### config.mk
export PLATFORM = sky130hd
export DESIGN_NAME = prime_scan_ctrl
export DESIGN_NICKNAME = d
export VERILOG_FILES = /design/src/rtl/prime_scan_ctrl.sv
export SDC_FILE = /design/constraint.sdc
export NUM_CORES = 1
export LEC_CHECK = 0
export CAP_MARGIN = 0
export CORE_MARGIN = 3
export CORE_UTILIZATION = 45
export DETAILED_ROUTE_END_ITERATION = 10
export MAX_ROUTING_LAYER = met4
export PLACE_DENSITY = 0.76
export SETUP_SLACK_MARGIN = 0.15
export SLEW_MARGIN = 20
export SYNTH_ARGS = -nofsm -noshare
export SYNTH_HDL_FRONTEND = slang
export SYNTH_SLANG_ARGS = --single-unit
### constraint.sdc
create_clock -name clk -period 1.8 [get_ports clk]
set_input_delay 0.54 -clock clk [delete_from_list [all_inputs] [get_ports clk]]
set_output_delay 0.54 -clock clk [all_outputs]
set_load 0.005 [all_outputs]
### src/rtl/prime_scan_ctrl.sv
// prime_scan_ctrl
//   Sweeps candidate values over a programmed range [lo, hi], one per cycle,
//   feeding a combinational 4-bit prime detector and sampling its result.
//   Each prime found is offered on a valid/ready stream and counted.
//
// Ports
//   clk        system clock, rising edge
//   reset      asynchronous, active-high reset
//   start      one-cycle scan request, honoured only in IDLE
//   lo, hi     first / last (inclusive) candidate, latched on accepted start
//   cand       registered candidate driven to the detector input
//   isprime    detector result for cand (same cycle)
//   out_valid  out_data holds a prime awaiting acceptance
//   out_data   prime value
//   out_ready  downstream accept; transfer when out_valid && out_ready
//   count      number of primes found in the current/last scan
//   busy       high from the cycle after an accepted start until DONE exits
//   done       one-cycle pulse at scan end
module prime_scan_ctrl #(
   parameter int unsigned W = 4
) (
   input  logic         clk,
   input  logic         reset,
   input  logic         start,
   input  logic [W-1:0] lo,
   input  logic [W-1:0] hi,
   output logic [W-1:0] cand,
   input  logic         isprime,
   output logic         out_valid,
   output logic [W-1:0] out_data,
   input  logic         out_ready,
   output logic [W:0]   count,
   output logic         busy,
   output logic         done
);

   typedef enum logic [1:0] {IDLE, SCAN, HOLD, DONE} state_t;

   localparam logic [W-1:0] CAND_ONE = W'(1);
   localparam logic [W:0]   CNT_ONE  = (W+1)'(1);

   state_t       state, state_nxt;
   logic [W-1:0] hi_r, hi_nxt;
   logic [W-1:0] cand_nxt, out_data_nxt;
   logic [W:0]   count_nxt;
   logic         out_valid_nxt, busy_nxt, done_nxt;
   logic         last;

   // ">=" rather than "==": with lo > hi the first candidate already lies
   // past hi_r, so the scan ends after lo instead of wrapping around.
   // For lo <= hi the two forms are equivalent since cand never passes hi_r.
   assign last = (cand >= hi_r);

   // State and datapath registers
   always_ff @(posedge clk or posedge reset) begin
      if (reset) begin
         state     <= IDLE;
         cand      <= '0;
         hi_r      <= '0;
         out_valid <= 1'b0;
         out_data  <= '0;
         count     <= '0;
         busy      <= 1'b0;
         done      <= 1'b0;
      end else begin
         state     <= state_nxt;
         cand      <= cand_nxt;
         hi_r      <= hi_nxt;
         out_valid <= out_valid_nxt;
         out_data  <= out_data_nxt;
         count     <= count_nxt;
         busy      <= busy_nxt;
         done      <= done_nxt;
      end
   end

   // Next-state logic
   always_comb begin
      state_nxt = state;
      unique case (state)
         IDLE: if (start) state_nxt = SCAN;
         SCAN: begin
            if (isprime)   state_nxt = HOLD;
            else if (last) state_nxt = DONE;
         end
         HOLD: begin
            if (out_valid && out_ready) state_nxt = last ? DONE : SCAN;
         end
         DONE: state_nxt = IDLE;
      endcase
   end

   // Next values of the registered outputs
   always_comb begin
      cand_nxt      = cand;
      hi_nxt        = hi_r;
      out_valid_nxt = out_valid;
      out_data_nxt  = out_data;
      count_nxt     = count;
      busy_nxt      = busy;
      done_nxt      = 1'b0;
      unique case (state)
         IDLE: begin
            if (start) begin
               cand_nxt  = lo;
               hi_nxt    = hi;
               count_nxt = '0;
               busy_nxt  = 1'b1;
            end
         end
         SCAN: begin
            if (isprime) begin
               out_data_nxt  = cand;
               out_valid_nxt = 1'b1;
               count_nxt     = count + CNT_ONE;
            end else if (!last) begin
               cand_nxt = cand + CAND_ONE;
            end
         end
         HOLD: begin
            if (out_valid && out_ready) begin
               out_valid_nxt = 1'b0;
               if (!last) cand_nxt = cand + CAND_ONE;
            end
         end
         DONE: begin
            done_nxt = 1'b1;
            busy_nxt = 1'b0;
         end
      endcase
   end

endmodule

==> flow_summary.html, run 1 <==
<table>
<tr><th>Metric</th><th>Value</th></tr>
<tr><th colspan="2">Timing</th></tr>
<tr><td>Number of max-slew violations in the final report</td><td>0</td></tr>
<tr><td>Tightest Pin Transition</td><td>0.3349 ns</td></tr>
<tr><td>Setup_tns</td><td>0 ns</td></tr>
<tr><td>Max Clk Rate</td><td>0.5577 GHz</td></tr>
<tr><td>Crit path time final</td><td>1.793 ns</td></tr>
<tr><td>Setup Skew</td><td>0.01042 ns</td></tr>
<tr><td>Setup violations, final</td><td>0</td></tr>
<tr><td>Unrepaired setup endpoints after global routing</td><td>true</td></tr>
<tr><td>Hold Violations, Final</td><td>0</td></tr>
<tr><td>Final worst-path cycle share</td><td>0.9962</td></tr>
<tr><td>Worst-case headroom to the max-slew limit</td><td>0.7744</td></tr>
<tr><td>Crit path setup slack, layout</td><td>0.006851 ns</td></tr>
<tr><th colspan="2">Die</th></tr>
<tr><td>Effective utilization at floorplan</td><td>0.4795</td></tr>
<tr><td>Core footprint</td><td>2805 um^2</td></tr>
<tr><td>Io pins</td><td>29</td></tr>
<tr><td>FP Rows</td><td>19</td></tr>
<tr><td>Die width</td><td>60.67 um</td></tr>
<tr><td>Die Footprint</td><td>3681 um^2</td></tr>
<tr><td>Height of the die</td><td>60.67 um</td></tr>
<tr><th colspan="2">Status</th></tr>
<tr><td>Run status</td><td>completed</td></tr>
<tr><th colspan="2">Synthesis</th></tr>
<tr><td>Share of the synthesized area in the top cell type</td><td>0.4093</td></tr>
<tr><td>Mean post-synth cell area</td><td>10.43 um^2</td></tr>
<tr><td>Number of enable-type register cells in the synthesized netlist</td><td>0</td></tr>
<tr><td>Synth area leader</td><td>dfrtp_1</td></tr>
<tr><td>Nets in the synthesized netlist</td><td>152</td></tr>
<tr><td>Number of storage elements in the synthesis netlist</td><td>22</td></tr>
<tr><td>Top cell types by occurrence after synthesis</td><td>dfrtp_1 (22), nand2_1 (11), ha_1 (10), inv_1 (9), mux2_2 (8)</td></tr>
<tr><td>Total of warnings raised by yosys</td><td>0</td></tr>
<tr><td>Area of the mapped netlist</td><td>1345 um^2</td></tr>
<tr><td>Most used standard cell by instance count after synthesis</td><td>dfrtp_1</td></tr>
<tr><td>Cell types occupying the most area after synthesis</td><td>dfrtp_1 (41%), ha_1 (9.3%), mux2_2 (6.7%)</td></tr>
<tr><td>Async SR Flop Fraction</td><td>1.000</td></tr>
<tr><td>Number of distinct library cells after synthesis</td><td>40</td></tr>
<tr><td>Gate Count Post-Synth</td><td>129</td></tr>
<tr><td>Sequential-to-total area share from yosys stat</td><td>0.4093</td></tr>
<tr><td>Most instantiated flip-flop cell in the synthesis netlist</td><td>dfrtp_1</td></tr>
<tr><th colspan="2">Clock tree</th></tr>
<tr><td>Maximum root-to-sink buffer count</td><td>2</td></tr>
<tr><td>Htree depth</td><td>1</td></tr>
<tr><td>Sinks on the clock net</td><td>22</td></tr>
<tr><td>Clock edge transition at the registers on the reported setup and hold paths</td><td>0.14 ns</td></tr>
<tr><td>Skew-Pair Late Insertion Delay</td><td>0.33 ns</td></tr>
<tr><td>Number of buffers inserted during clock tree synthesis</td><td>3</td></tr>
<tr><td>Hold-fix buffers at CTS</td><td>0</td></tr>
<tr><td>Clock tree root driver cell</td><td>clkbuf_4</td></tr>
<tr><td>Clock tree from TritonCTS</td><td>done</td></tr>
<tr><th colspan="2">Power and ir drop</th></tr>
<tr><td>Final Power</td><td>4.235 mW</td></tr>
<tr><td>Peak VDD IR</td><td>0.001013 V</td></tr>
<tr><td>Reported leakage power</td><td>0.9875 nW</td></tr>
<tr><td>Power Density</td><td>1972 nW/um^2</td></tr>
<tr><th colspan="2">Place</th></tr>
<tr><td>Port Buf Inserts</td><td>28</td></tr>
<tr><td>Last weighted congestion value of the routability-driven placer</td><td>0.8044</td></tr>
<tr><td>Worst Setup Slack post-DPL</td><td>-0.2203 ns</td></tr>
<tr><td>HPWL after DPL</td><td>2607 um</td></tr>
<tr><td>Cell area after placement</td><td>1768 um^2</td></tr>
<tr><th colspan="2">Route</th></tr>
<tr><td>Vias per inst</td><td>5.722</td></tr>
<tr><td>Drt total wl</td><td>4256 um</td></tr>
<tr><td>Post-detailed-route DRC marker count</td><td>0</td></tr>
<tr><td>Number of nets still failing antenna checks after routing</td><td>0</td></tr>
<tr><td>Number of vias after detailed routing</td><td>1316</td></tr>
<tr><td>Length of the first detailed-routing pass in iterations</td><td>4</td></tr>
<tr><td>Average routed wire per standard cell</td><td>18.50 um</td></tr>
<tr><td>First-iteration detailed-routing DRC count</td><td>53</td></tr>
<tr><th colspan="2">Finish</th></tr>
<tr><td>Net count reported at finish</td><td>223</td></tr>
<tr><td>Antenna Cells</td><td>0</td></tr>
<tr><td>Fraction of final layout cells sized beyond drive strength 1</td><td>0.4322</td></tr>
<tr><td>Area growth from synthesis to layout</td><td>59.63%</td></tr>
<tr><td>Post-layout utilization of the core</td><td>0.7654</td></tr>
<tr><td>Final Instance Area</td><td>2147 um^2</td></tr>
<tr><td>Fill cells</td><td>181</td></tr>
<tr><th colspan="2">GRT</th></tr>
<tr><td>First-pass GRT wire length</td><td>6168 um</td></tr>
<tr><td>Leftover overflow at the end of global routing</td><td>0</td></tr>
<tr><td>Number of global-route vias before repair</td><td>1345</td></tr>
<tr><td>Overall Global Routing Usage</td><td>0.2390</td></tr>
<tr><td>Antenna violations before repair</td><td>0</td></tr>
<tr><td>Pin count of the biggest net entering global routing</td><td>23</td></tr>
<tr><th colspan="2">Worst setup path</th></tr>
<tr><td>Kind of start point of the critical path</td><td>register</td></tr>
<tr><td>Critical-path maximum fanout</td><td>4</td></tr>
<tr><td>Required time of the critical path</td><td>2.09 ns</td></tr>
<tr><td>Critical path class</td><td>reg -&gt; reg</td></tr>
<tr><td>Data arrival, critical path</td><td>2.08 ns</td></tr>
<tr><td>Type of destination of the critical path</td><td>register</td></tr>
<tr><td>Cell-by-cell trace of the critical path</td><td>ha_4, o211ai_1, o21a_2, a2111oi_4, o221a_2</td></tr>
<tr><td>Maximum single-stage delay on the critical path</td><td>0.44 ns</td></tr>
<tr><td>Critical-path top delay cell</td><td>dfrtp_1</td></tr>
<tr><th colspan="2">Run</th></tr>
<tr><td>Number of maximum-capacitance violations</td><td>0</td></tr>
<tr><th colspan="2">Worst hold path</th></tr>
<tr><td>Hold/Removal Path Class</td><td>in -&gt; async</td></tr>
</table>
per-layer routing:
layer  wire [um]  vias up  global-route usage
met1        1692      634              0.2550
met3         232       13             0.04043
met5           0        -                   -
li1            -      611                   -
met2        2224       58              0.4183
met4         107        0              0.1269
registers in the layout, indices dropped and copies added (netlist names):
signal and cells:
state 2, hi_r 4, busy 1, count 5, done 1, cand 4
out_data 4, out_valid 1
where the power goes:
| group | total, mW | leakage [nW] | internal (mW) | switching, mW |
|---|---|---|---|---|
| combinational | 2.97 | 0.691 | 1.62 | 1.34 |
| sequential | 0.867 | 0.268 | 0.712 | 0.154 |
| clock | 0.402 | 0.0279 | 0.226 | 0.176 |
| total | 4.23 | 0.988 | 2.56 | 1.67 |
cells in the final DEF (no fill, tap or decap), types with 2 or more instances in the layout:
cell	n
buf_4	35
dfrtp_1	22
dlygate4sd2_1	13
nand2_1	11
clkdlybuf4s50_1	11
mux2_2	7
o21ai_0	7
nor2_1	7
nand4_1	6
ha_4	6
buf_6	6
inv_2	5
inv_1	5
nand3_1	5
ha_1	4
and2_1	3
clkbuf_4	3
o211ai_1	2
a21oi_1	2
nand2b_1	2
a22o_1	2
o221a_2	2
xor2_1	2
a31oi_1	2
clkdlybuf4s15_1	2
clkbuf_2	2
area by class of cell:
class / count / area (um^2) / area share
tap: 31 / 38.79 / 0.01807
clock inverter: 1 / 30.03 / 0.01399
inverter: 10 / 37.54 / 0.01748
multi-input combinational: 94 / 883.3 / 0.4114
timing repair buffer: 69 / 584.3 / 0.2721
sequential: 22 / 550.5 / 0.2564
clock buffer: 3 / 22.52 / 0.01049
through the flow:
step | hold WS, ns | std cells
after floorplan | 0.4733 | 129
after global placement | 0.4695 | 202
after detailed placement | 0.5000 | 202
after CTS | 0.5274 | 224
after global routing | 0.5408 | 230
final | 0.5260 | 230
repair_timing:
| item | in CTS | in global routing |
|---|---|---|
| pin swaps | 8 | 8 |
| setup buffers | 17 | 6 |
| endpoints found under the setup margin | 22 | 9 |
| gates resized for setup | 37 | 17 |
| endpoints found under the hold margin | 0 | 0 |
| gates cloned | 1 | 0 |
worst paths after layout:
path                                              start                       to  slack [ns]  cells after the start
worst max register to register      cand[1]$_DFFE_PP0P_     state[1]$_DFFE_PP0P_       0.007                      5
max in group asynchronous                         reset      hi_r[3]$_DFFE_PP0P_        1.04                      3
worst min-delay path                              reset     count[2]$_DFFE_PP0P_        0.53                      3
min in group clk                out_data[3]$_DFFE_PP0P_  out_data[3]$_DFFE_PP0P_        0.53                      1
worst min register to register  out_data[3]$_DFFE_PP0P_  out_data[3]$_DFFE_PP0P_        0.53                      1
worst max-delay path                cand[1]$_DFFE_PP0P_     state[1]$_DFFE_PP0P_       0.007                      5
logic make-up after synthesis:
family / after synthesis / share of synthesized area
and+or+nand+nor: 46 / 0.2084
AOI/OAI and AO/OA: 27 / 0.1563
DFF: 22 / 0.4093
buffers and inverters: 14 / 0.05302
adders and majority gates: 10 / 0.09302
muxes: 8 / 0.06698
xor gates and xnor gates: 2 / 0.01303
critical path: cells and delay by family (launching register included):
kind / cells / cell delay [ns]
AO/OA/AOI/OAI: 4 / 1.02
flip-flops: 1 / 0.44
adder cells (fa/ha/maj): 1 / 0.28
Note: power is estimated with default switching activity, not from simulation.
==> inputs of run 2 (changes only) <==
--- a/config.mk
+++ b/config.mk
@@ -8,9 +8,10 @@
 export CAP_MARGIN = 0
 export CORE_MARGIN = 3
 export CORE_UTILIZATION = 45
+export CTS_CLUSTER_SIZE = 20
 export DETAILED_ROUTE_END_ITERATION = 10
 export MAX_ROUTING_LAYER = met4
-export PLACE_DENSITY = 0.76
+export PLACE_DENSITY = 0.73
 export SETUP_SLACK_MARGIN = 0.15
 export SLEW_MARGIN = 20
 export SYNTH_ARGS = -nofsm -noshare
==> constraint.sdc (replaced) <==
create_clock -name clk -period 1.9 [get_ports clk]
set_input_delay 0.57 -clock clk [delete_from_list [all_inputs] [get_ports clk]]
set_output_delay 0.57 -clock clk [all_outputs]
set_load 0.005 [all_outputs]
==> flow_summary.html, run 2 (synthesized netlist as in run 1, its figures left out) <==
<table>
<tr><th>Metric</th><th>Value</th></tr>
<tr><th colspan="2">Route</th></tr>
<tr><td>DR WL met2</td><td>1825 um (-18%)</td></tr>
<tr><td>Drt total wl</td><td>3617 um (-15%)</td></tr>
<tr><td>First-iteration detailed-routing DRC count</td><td>61 (+15%)</td></tr>
<tr><td>Number of nets still failing antenna checks after routing</td><td>0 (unchanged)</td></tr>
<tr><td>Vias per inst</td><td>5.604 (-2.0%)</td></tr>
<tr><td>M1 wire length</td><td>1599 um (-5.5%)</td></tr>
<tr><td>Length of the first detailed-routing pass in iterations</td><td>4 (unchanged)</td></tr>
<tr><td>Highest signal layer in the routed design</td><td>met4</td></tr>
<tr><td>Routed length on met3</td><td>106 um (-54%)</td></tr>
<tr><td>Number of vias after detailed routing</td><td>1261 (-4.2%)</td></tr>
<tr><td>Average routed wire per standard cell</td><td>16.08 um (-13%)</td></tr>
<tr><td>Post-detailed-route DRC marker count</td><td>0 (unchanged)</td></tr>
<tr><th colspan="2">Finish</th></tr>
<tr><td>Net count reported at finish</td><td>218 (-2.2%)</td></tr>
<tr><td>Most frequent standard cell in the layout excluding fill and tap cells</td><td>buf_4</td></tr>
<tr><td>Max reg flops</td><td>5 (unchanged)</td></tr>
<tr><td>Antenna Cells</td><td>0 (unchanged)</td></tr>
<tr><td>Fraction of final layout cells sized beyond drive strength 1</td><td>0.3918 (-0.04041)</td></tr>
<tr><td>Register with the most flip-flops</td><td>count</td></tr>
<tr><td>Post-layout utilization of the core</td><td>0.7395 (-0.02587)</td></tr>
<tr><td>Most frequent cells in the layout</td><td>buf_4 (32), dfrtp_1 (21), dlygate4sd2_1 (12)</td></tr>
<tr><td>Area growth from synthesis to layout</td><td>54.23%</td></tr>
<tr><th colspan="2">GRT</th></tr>
<tr><td>Overall Global Routing Usage</td><td>0.2003 (-0.03873)</td></tr>
<tr><td>Antenna violations before repair</td><td>0 (unchanged)</td></tr>
<tr><td>Leftover overflow at the end of global routing</td><td>0 (unchanged)</td></tr>
<tr><td>First-pass GRT wire length</td><td>5409 um (-12%)</td></tr>
<tr><td>Number of global-route vias before repair</td><td>1265 (-5.9%)</td></tr>
<tr><td>Pin count of the biggest net entering global routing</td><td>23 (unchanged)</td></tr>
<tr><th colspan="2">Place</th></tr>
<tr><td>Worst Setup Slack post-DPL</td><td>-0.1736 ns (+0.04669 ns)</td></tr>
<tr><td>HPWL after DPL</td><td>2410 um (-7.5%)</td></tr>
<tr><td>Last weighted congestion value of the routability-driven placer</td><td>0.8521 (+5.9%)</td></tr>
<tr><td>Port Buf Inserts</td><td>28 (unchanged)</td></tr>
<tr><th colspan="2">Timing</th></tr>
<tr><td>Setup violations, final</td><td>0 (unchanged)</td></tr>
<tr><td>Crit path time final</td><td>1.780 ns (-0.01270 ns)</td></tr>
<tr><td>Number of max-slew violations in the final report</td><td>0 (unchanged)</td></tr>
<tr><td>Unrepaired setup endpoints after global routing</td><td>true</td></tr>
<tr><td>Crit path setup slack, layout</td><td>0.1196 ns (+0.1127 ns)</td></tr>
<tr><td>Max Clk Rate</td><td>0.5617 GHz (+0.71%)</td></tr>
<tr><td>Worst-case headroom to the max-slew limit</td><td>0.7438 (-0.03057)</td></tr>
<tr><td>Hold Violations, Final</td><td>0 (unchanged)</td></tr>
<tr><td>Final worst-path cycle share</td><td>0.9371 (-0.05912)</td></tr>
<tr><td>Setup Skew</td><td>0.002777 ns (-0.007645 ns)</td></tr>
<tr><td>Setup_tns</td><td>0 ns (unchanged)</td></tr>
<tr><td>Tightest Pin Transition</td><td>0.3803 ns (+0.04538 ns)</td></tr>
<tr><th colspan="2">Clock tree</th></tr>
<tr><td>Sinks on the clock net</td><td>22 (unchanged)</td></tr>
<tr><td>Number of buffers inserted during clock tree synthesis</td><td>3 (unchanged)</td></tr>
<tr><td>Clock tree root driver cell</td><td>clkbuf_4</td></tr>
<tr><td>Skew-Pair Late Insertion Delay</td><td>0.31 ns (-0.02 ns)</td></tr>
<tr><td>Clock edge transition at the registers on the reported setup and hold paths</td><td>0.13 ns (about the same)</td></tr>
<tr><td>Maximum root-to-sink buffer count</td><td>2 (unchanged)</td></tr>
<tr><td>Htree depth</td><td>1 (unchanged)</td></tr>
<tr><td>Clock tree from TritonCTS</td><td>done</td></tr>
<tr><th colspan="2">Die</th></tr>
<tr><td>Die width</td><td>60.67 um (unchanged)</td></tr>
<tr><td>Height of the die</td><td>60.67 um (unchanged)</td></tr>
<tr><td>Core footprint</td><td>2805 um^2 (unchanged)</td></tr>
<tr><td>FP Rows</td><td>19 (unchanged)</td></tr>
<tr><td>Io pins</td><td>29 (unchanged)</td></tr>
<tr><td>Effective utilization at floorplan</td><td>0.4795 (unchanged)</td></tr>
<tr><td>Die Footprint</td><td>3681 um^2 (unchanged)</td></tr>
<tr><th colspan="2">Worst setup path</th></tr>
<tr><td>Critical path class</td><td>reg -&gt; reg</td></tr>
<tr><td>Critical-path maximum fanout</td><td>6 (+2)</td></tr>
<tr><td>Data arrival, critical path</td><td>2.04 ns (-0.04 ns)</td></tr>
<tr><td>Worst reg-to-reg path cell count</td><td>6 (+1)</td></tr>
<tr><td>Type of destination of the critical path</td><td>register</td></tr>
<tr><td>Kind of start point of the critical path</td><td>register</td></tr>
<tr><td>Required time of the critical path</td><td>2.16 ns (+0.07 ns)</td></tr>
<tr><th colspan="2">Status</th></tr>
<tr><td>Run status</td><td>completed</td></tr>
<tr><th colspan="2">Power and ir drop</th></tr>
<tr><td>Peak VDD IR</td><td>0.0009409 V (-7.1%)</td></tr>
<tr><td>Power Density</td><td>1737 nW/um^2 (-12%)</td></tr>
<tr><td>Reported leakage power</td><td>1.015 nW (+2.8%)</td></tr>
<tr><td>Final Power</td><td>3.603 mW (-15%)</td></tr>
<tr><th colspan="2">Worst hold path</th></tr>
<tr><td>Hold/Removal Path Class</td><td>reg -&gt; reg</td></tr>
<tr><td>Worst hold stages</td><td>2</td></tr>
<tr><th colspan="2">Run</th></tr>
<tr><td>Number of maximum-capacitance violations</td><td>0 (unchanged)</td></tr>
</table>
==> run 2: changes by cell type in the layout (fill, tap and decap cells not counted), moves of 2 or more <==
cell,change
dlymetal6s2s_1,+6
buf_4,-3
ha_4,-3
inv_1,+3
inv_2,-3
clkbuf_2,-2
clkdlybuf4s15_1,-2
ha_1,+2
==> run 2: what timing repair did <==
action / in CTS / in global routing
setup buffers: 13 / 7
hold buffers: 0 / 0
resized for setup: 20 / 23
pin swaps: 3 / 11
endpoints found under the setup margin: 17 / 13
==> run 2: report_power, final <==
group	total [mW]	leakage [nW]	switching, mW	internal, mW
clock network	0.269	0.0210	0.152	0.117
registers	0.793	0.267	0.116	0.677
logic	2.54	0.727	1.16	1.38
total	3.60	1.01	1.42	2.18
==> run 2: metal layers <==
metal / global-route usage / vias to the layer above
met1: 0.2306 / 621
met4: 0.07430 / 0
met2: 0.3481 / 31
met3: 0.03191 / 11
li1: - / 598
met5: - / -
==> run 2: cell type report <==
type / instances / area (um^2)
multi-input combinational: 93 / 833.3
fill: 201 / 730.7
timing repair buffer: 65 / 576.8
sequential: 22 / 551.8
tap: 31 / 38.79
inverter: 10 / 37.54
clock buffer: 4 / 36.28
==> run 2: path summary, 6_finish.rpt <==
| path | startpoint | end | slack (ns) |
|---|---|---|---|
| worst max-delay path | cand[2]$_DFFE_PP0P_ | state[1]$_DFFE_PP0P_ | 0.12 |
| max in group asynchronous | reset | state[1]$_DFFE_PP0P_ | 1.08 |
| min in group asynchronous | reset | count[3]$_DFFE_PP0P_ | 0.58 |
| worst min-delay path | out_data[0]$_DFFE_PP0P_ | out_data[0]$_DFFE_PP0P_ | 0.50 |
| worst min register to register | out_data[0]$_DFFE_PP0P_ | out_data[0]$_DFFE_PP0P_ | 0.50 |
| worst max register to register | cand[2]$_DFFE_PP0P_ | state[1]$_DFFE_PP0P_ | 0.12 |
==> run 2: metrics by stage <==
stage	cell area, um^2	std cells	hold slack, ns
floorplan	1345	129	0.4733
global placement	1758	201	0.4682
detailed placement	1758	201	0.4929
CTS	1913	218	0.5208
global route	2074	225	0.5294
finish	2074	225	0.5036
==> run 2: critical path, cell delays in order, from the launching register on <==
cell	delay, ns
dfrtp_1	0.42
buf_6	0.13
ha_4	0.24
o211ai_1	0.07
o21a_2	0.29
a2111oi_4	0.36
o221a_2	0.23
